File: config.mk
export PLATFORM = sky130hd
export DESIGN_NAME = uart_line_feed
export DESIGN_NICKNAME = d
export VERILOG_FILES = /design/src/rtl/uart_sim_pkg.sv /design/src/rtl/uart_line_buf.sv /design/src/rtl/uart_line_feed.sv
export SDC_FILE = /design/constraint.sdc
export NUM_CORES = 2
export LEC_CHECK = 0
export ABC_AREA = 1
export CELL_PAD_IN_SITES_DETAIL_PLACEMENT = 0
export CELL_PAD_IN_SITES_GLOBAL_PLACEMENT = 1
export CORE_UTILIZATION = 52
export DETAILED_ROUTE_END_ITERATION = 16
export PLACE_DENSITY_LB_ADDON = 0.1
export SLEW_MARGIN = 20
export SYNTH_ARGS = -nofsm -noshare
export SYNTH_HDL_FRONTEND = slang
export SYNTH_SLANG_ARGS = --single-unit
File: constraint.sdc
create_clock -name clk -period 3.6 [get_ports clk]
set_clock_uncertainty 0.2 [all_clocks]
set_input_delay 0.72 -clock clk [delete_from_list [all_inputs] [get_ports clk]]
set_output_delay 0.72 -clock clk [all_outputs]
set_load 0.02 [all_outputs]
File: src/rtl/uart_sim_pkg.sv
// Shared UART simulation package: line-control characters, byte width and
// the line-feed FSM state type. Also used by the UART print monitor.
package uart_sim_pkg;

    localparam int unsigned BYTE_W = 8;

    localparam logic [BYTE_W-1:0] CHAR_CR = 8'h0D;
    localparam logic [BYTE_W-1:0] CHAR_LF = 8'h0A;

    typedef enum logic [2:0] {
        ST_IDLE = 3'd0,
        ST_DATA = 3'd1,
        ST_CR   = 3'd2,
        ST_LF   = 3'd3,
        ST_GAP  = 3'd4
    } line_state_e;

    // True for either end-of-line character
    function automatic logic is_eol(input logic [BYTE_W-1:0] c);
        return (c == CHAR_CR) || (c == CHAR_LF);
    endfunction

endpackage

File: src/rtl/uart_line_buf.sv
// Line buffer: DEPTH x 8 storage, one synchronous write port and one
// combinational read port. Contents are not reset.
//   clk      : clock
//   we_i     : write enable
//   waddr_i  : write address
//   wdata_i  : write data
//   raddr_i  : read address
//   rdata_o  : read data (combinational)
module uart_line_buf
    import uart_sim_pkg::*;
#(
    parameter int unsigned DEPTH = 256,
    parameter int unsigned AW    = (DEPTH > 1) ? $clog2(DEPTH) : 1
) (
    input  logic              clk,
    input  logic              we_i,
    input  logic [AW-1:0]     waddr_i,
    input  logic [BYTE_W-1:0] wdata_i,
    input  logic [AW-1:0]     raddr_i,
    output logic [BYTE_W-1:0] rdata_o
);

    logic [BYTE_W-1:0] mem_q [DEPTH];

    // Write port
    always_ff @(posedge clk) begin
        if (we_i) begin
            mem_q[waddr_i] <= wdata_i;
        end
    end

    // Combinational read port
    assign rdata_o = mem_q[raddr_i];

endmodule

File: src/rtl/uart_line_feed.sv
// Line-oriented UART feeder. Characters are collected into a line buffer;
// on a send request (send pulse, or a written CR/LF) the line is streamed
// out as a valid/ready byte stream, optionally followed by CR LF, with a
// fixed idle gap after every accepted byte.
//   clk             : clock
//   resetn          : asynchronous active-low reset
//   wr_data/valid   : character write request
//   wr_ready        : write accepted when valid & ready
//   send            : single-cycle request to transmit the buffered line
//   uart_data/valid : output byte stream
//   uart_data_ready : sink accepts byte when valid & ready
//   busy            : transmission in progress (state != IDLE)
//   count           : number of buffered bytes
module uart_line_feed
    import uart_sim_pkg::*;
#(
    parameter int unsigned CHARLEN  = 256,
    parameter int unsigned GAP      = 2,
    parameter int unsigned AUTO_EOL = 1
) (
    input  logic                      clk,
    input  logic                      resetn,
    input  logic [7:0]                wr_data,
    input  logic                      wr_valid,
    output logic                      wr_ready,
    input  logic                      send,
    output logic [7:0]                uart_data,
    output logic                      uart_data_valid,
    input  logic                      uart_data_ready,
    output logic                      busy,
    output logic [$clog2(CHARLEN):0]  count
);

    localparam int unsigned CNT_W = $clog2(CHARLEN) + 1;
    localparam int unsigned AW    = (CHARLEN > 1) ? $clog2(CHARLEN) : 1;
    localparam int unsigned GW    = (GAP > 1) ? $clog2(GAP) : 1;

    line_state_e       state_q, state_d;
    line_state_e       nxt_q, nxt_d;
    line_state_e       after_st;
    line_state_e       tgt;
    logic              enter;

    logic [CNT_W-1:0]  count_q, count_d;
    logic [CNT_W-1:0]  rd_idx_q, rd_idx_d;
    logic [CNT_W-1:0]  rd_idx_inc;
    logic [GW-1:0]     gap_q, gap_d;
    logic [7:0]        data_q, data_d;
    logic              valid_q, valid_d;
    logic              busy_q;
    logic              wr_ready_q;

    logic              wr_fire;
    logic              wr_store;
    logic              send_req;
    logic              out_fire;
    logic [AW-1:0]     rd_addr;
    logic [7:0]        rd_data;
    logic [7:0]        byte_rd;

    // Handshake and request decode
    assign out_fire   = valid_q & uart_data_ready;
    assign wr_fire    = wr_valid & wr_ready_q;
    assign wr_store   = wr_fire & ~is_eol(wr_data);
    assign send_req   = (state_q == ST_IDLE) & (send | (wr_fire & is_eol(wr_data)));
    assign rd_idx_inc = rd_idx_q + CNT_W'(1);

    // Read the byte that will be presented next: the following index when
    // the current payload byte is being accepted, otherwise the current one.
    assign rd_addr = (state_q == ST_DATA && out_fire) ? rd_idx_inc[AW-1:0]
                                                      : rd_idx_q[AW-1:0];

    // A byte written in the same cycle as send into an empty buffer lands at
    // index 0, which the buffer cannot return yet, so forward it directly.
    assign byte_rd = (state_q == ST_IDLE && wr_store && count_q == '0) ? wr_data : rd_data;

    uart_line_buf #(
        .DEPTH (CHARLEN),
        .AW    (AW)
    ) u_buf (
        .clk     (clk),
        .we_i    (wr_store),
        .waddr_i (count_q[AW-1:0]),
        .wdata_i (wr_data),
        .raddr_i (rd_addr),
        .rdata_o (rd_data)
    );

    // Next-state and output logic
    always_comb begin
        state_d  = state_q;
        nxt_d    = nxt_q;
        count_d  = count_q;
        rd_idx_d = rd_idx_q;
        gap_d    = gap_q;
        data_d   = data_q;
        valid_d  = valid_q;
        after_st = ST_IDLE;
        tgt      = ST_IDLE;
        enter    = 1'b0;

        case (state_q)
            ST_IDLE: begin
                if (wr_store) begin
                    count_d = count_q + CNT_W'(1);
                end
                if (send_req) begin
                    if (count_d != '0) begin
                        enter = 1'b1;
                        tgt   = ST_DATA;
                    end else if (AUTO_EOL != 0) begin
                        enter = 1'b1;
                        tgt   = ST_CR;
                    end
                end
            end

            ST_DATA, ST_CR, ST_LF: begin
                if (out_fire) begin
                    if (state_q == ST_DATA) begin
                        rd_idx_d = rd_idx_inc;
                        if (rd_idx_inc < count_q) begin
                            after_st = ST_DATA;
                        end else if (AUTO_EOL != 0) begin
                            after_st = ST_CR;
                        end else begin
                            after_st = ST_IDLE;
                        end
                    end else if (state_q == ST_CR) begin
                        after_st = ST_LF;
                    end else begin
                        after_st = ST_IDLE;
                    end

                    // Line fully delivered: drop it as soon as the last byte goes
                    if (after_st == ST_IDLE) begin
                        count_d  = '0;
                        rd_idx_d = '0;
                    end

                    if (GAP == 0) begin
                        enter = 1'b1;
                        tgt   = after_st;
                    end else begin
                        state_d = ST_GAP;
                        valid_d = 1'b0;
                        gap_d   = GW'(GAP - 1);
                        nxt_d   = after_st;
                    end
                end
            end

            ST_GAP: begin
                if (gap_q == '0) begin
                    enter = 1'b1;
                    tgt   = nxt_q;
                end else begin
                    gap_d = gap_q - GW'(1);
                end
            end

            default: begin
                state_d = ST_IDLE;
                valid_d = 1'b0;
            end
        endcase

        // Load the output register for the state being entered
        if (enter) begin
            state_d = tgt;
            case (tgt)
                ST_DATA: begin
                    data_d  = byte_rd;
                    valid_d = 1'b1;
                end
                ST_CR: begin
                    data_d  = CHAR_CR;
                    valid_d = 1'b1;
                end
                ST_LF: begin
                    data_d  = CHAR_LF;
                    valid_d = 1'b1;
                end
                default: begin
                    data_d  = '0;
                    valid_d = 1'b0;
                end
            endcase
        end
    end

    // State and output registers
    always_ff @(posedge clk or negedge resetn) begin
        if (!resetn) begin
            state_q    <= ST_IDLE;
            nxt_q      <= ST_IDLE;
            count_q    <= '0;
            rd_idx_q   <= '0;
            gap_q      <= '0;
            data_q     <= '0;
            valid_q    <= 1'b0;
            busy_q     <= 1'b0;
            wr_ready_q <= 1'b0;
        end else begin
            state_q    <= state_d;
            nxt_q      <= nxt_d;
            count_q    <= count_d;
            rd_idx_q   <= rd_idx_d;
            gap_q      <= gap_d;
            data_q     <= data_d;
            valid_q    <= valid_d;
            busy_q     <= (state_d != ST_IDLE);
            wr_ready_q <= (state_d == ST_IDLE) && (count_d < CNT_W'(CHARLEN));
        end
    end

    assign uart_data       = data_q;
    assign uart_data_valid = valid_q;
    assign busy            = busy_q;
    assign wr_ready        = wr_ready_q;
    assign count           = count_q;

endmodule

==> impl_metrics.ini <==
[timing]
setup_viol = 0
fmax_mhz = 285
period_share = 0.973
tightest_slew_ns = 0.987
min_period_ns = 3.50
maxSlewViolCount = 0
relSlewSlack = 0.342
hold_viol = 0

[routing]
wl_met1_mm = 108
met3_length_mm = 20.1
first_pass_iters = 8
drc = 0
wl_per_cell_um = 24.9
avgViaCountPerCell = 5.77
wl_met2_mm = 114
dr.max_layer_used = met4
final_antenna_net_count = 0
vias = 58100
drtIter0Drc = 6285
drt_wl_total_mm = 250

[worst_setup_path]
r2r_end = uart_data[7]
worst-path-max-fanout = 50
crit_chain = nor2_2, nand3_4, nand2_4, nand2_8, buf_12, buf_4, or2_1, o211ai_1, nand3_1, nand3_1, nand3_1, nand3_1, nand3_1, buf_4, nand3_1, nand3_1, nand2_1, nand2_1
slowest_delay_ns = 0.45
path_class = reg2reg
cpLargestDelayFamily = simple AND/OR/NAND/NOR gates
cp.required_ns = 4.16
end_kind = register
reg2reg_from = state_q[1]
r2r_cells = 18
path_buf_inv = 3
crit_path_start_kind = register
cp_slowest_cell = dfrtp_1
crit_top_cell = nand3_1
r2r_slack_ns = 0.1
worstPathArrival_ns = 4.06

[yosys]
synth_xor_area_frac = 0.00109
synth_cell_types = 38
ys_seq_area_frac = 0.708
synth-edff-count = 2048
netlist_area_um2 = 88100
synth-seq-cells = 2083
yosysWarnings = 0
synth.most_common_cell = edfxtp_1
async_flop_share = 0.0168
synth_mux_area_frac = 0
synth_fp_nets = 7343
synth_top_family_by_area = simple AND/OR/NAND/NOR gates
yosysTopAreaCellShare = 0.698
ys.flop_type = edfxtp_1
synthSimpleGateAreaFrac = 0.181
netlist_instances = 7317
synthTopCellsByArea = edfxtp_1 (70%), nand3_1 (8.3%), nand2_1 (4.3%), o211ai_1 (3.6%), inv_1 (2.7%)
synth_compound_area_frac = 0.0531
synth-adder-area-share = 0.00185
synth_top_area_cell = edfxtp_1
syn_avg_cell_area_um2 = 12.0
synth_common_cells = edfxtp_1 (2048), nand3_1 (1470), nand2_1 (1020)

[placed_design]
place_area_um2 = 95200
gp_congestion = 0.904
port_buffers = 32
hpwlAfterDp_mm = 156

[final_layout]
fin_area_um2 = 102000
fillCellCount = 13300
layout.nets = 7713
area_delta_synth_final_pct = 16.0
drive_above_1_share = 0.155

[global_routing]
grt_pass1_vias = 55600
grt_pass1_wl_mm = 366
grt_use_total = 0.293
grt_overflow = 0
grt_max_degree = 166
antenna_found_initial = 7

[die]
rows = 150
design.core.area_um2 = 168000
die_width_um = 414
ios = 33
start_util = 0.525
fp.dieH_um = 414
die_area_um2 = 171000

[pwr]
p_leak_nw = 37.0
totalPowerFinal_mw = 84.6
power_density_nw_per_um2 = 827
ir_drop_mv = 0.586

[clock_tree]
cts-root-buf = clkbuf_16
path_clk_slew_ns = 0.06
clock_latency_ns = 0.86
cts_tree = done
cts_buffers = 211
h-tree-depth = 4
clockBufferDepth = 3
clock_sinks = 2083

[worst_hold_path]
whs_path_depth = 2
min_to = u_buf.mem_q[243][7]
hold_start = wr_data[7]
hold_class = in2reg

[run_status]
outcome = complete, no violations

[job]
cap_violations = 0
-- what timing repair did --
item                                   4_1_cts  5_1_grt
hold buffers                                 2        0
endpoints found under the hold margin       37        0
resized for setup                            0       17
setup endpoints to repair                    0       14
setup buffers                                0        2
-- registers in the layout, summed over array words and instances (netlist names), 2 cells and up --
register     flops
count            9
nxt_q            2
rd_idx_q         9
state_q          3
u_buf.mem_q   2048
uart_data        8
-- power breakdown --
| group | switching [mW] | leakage [nW] | total [mW] | internal, mW |
|---|---|---|---|---|
| logic | 22.6 | 14.7 | 35.3 | 12.7 |
| registers | 0.272 | 18.8 | 27.2 | 26.9 |
| clock network | 9.32 | 3.40 | 22.0 | 12.7 |
| total | 32.2 | 37.0 | 84.6 | 52.3 |
-- how the worst max path moves through the flow --
stage,from,to,slack (ns),cells past startpoint
floorplan,wr_data[2],u_buf.mem_q[102][0],0.65,7
global placement,uart_data_ready,uart_data[4],-0.68,20
detailed placement,uart_data_ready,uart_data[4],-0.70,20
CTS,state_q[1],uart_data[5],0.09,18
global route,state_q[2],uart_data[7],-0.01,20
finish,state_q[1],uart_data[7],0.1,18
-- area by class of cell --
type | count | area (um^2) | share of cell area
diodes | 1 | 2.50 | 0.0000245
clock buffers | 249 | 5550 | 0.0543
multi-input cells | 4116 | 21100 | 0.206
well taps | 2204 | 2760 | 0.0270
repair buffers | 635 | 6690 | 0.0654
clock inverters | 137 | 1360 | 0.0133
flip-flops and latches | 2083 | 62400 | 0.610
inverters | 640 | 2410 | 0.0236
-- layer usage --
layer  vias to the layer above  track usage
met4                         0       0.0962
met3                       403       0.0537
li1                      26700            -
met5                         -            0
met2                      2144        0.449
met1                     28900        0.422
-- through the flow --
step / worst slack, ns / hold slack [ns] / TNS [ns] / cells / util
6_report: 0.0956 / 0.0568 / 0 / 10100 / 0.609
3_5_place_dp: -0.703 / 0.285 / -114.69 / 9674 / 0.567
3_3_place_gp: -0.680 / 0.284 / -84.97 / 9674 / 0.567
2_1_floorplan: 0.654 / 0.224 / 0 / 7317 / -
4_1_cts: 0.0887 / 0.00356 / 0 / 10100 / 0.609
5_1_grt: -0.0122 / 0.0508 / -0.0122 / 10100 / 0.609
-- layout by cell type (no fill, tap or decap), types with 5 or more instances in the layout --
master           count
xor2_1              11
edfxtp_1          2048
clkinv_4             5
clkbuf_16          217
nand3_1           1454
buf_8                8
or2_1              288
o211ai_1           424
clkbuf_1            32
ha_1                13
clkinvlp_4          10
dfrtp_1             35
o21ai_0            154
a21oi_1             67
o22ai_1             13
clkdlybuf4s50_1     23
or2_2              247
inv_6                5
bufinv_16           24
nor3_1               6
clkinv_2            54
nor2_2               5
nand3_2             14
clkinv_1            37
inv_1              632
nand4_1              8
o21ai_1             43
buf_4              455
nand2_1           1018
buf_12             141
nor2_1             323
-- cells by family after synthesis --
| family | after synthesis |
|---|---|
| compound gates | 714 |
| xor+xnor | 11 |
| fa+ha+maj | 13 |
| buf+inv | 1118 |
| flops | 2083 |
| simple gates | 3378 |
Note: power is estimated with default switching activity, not from simulation.
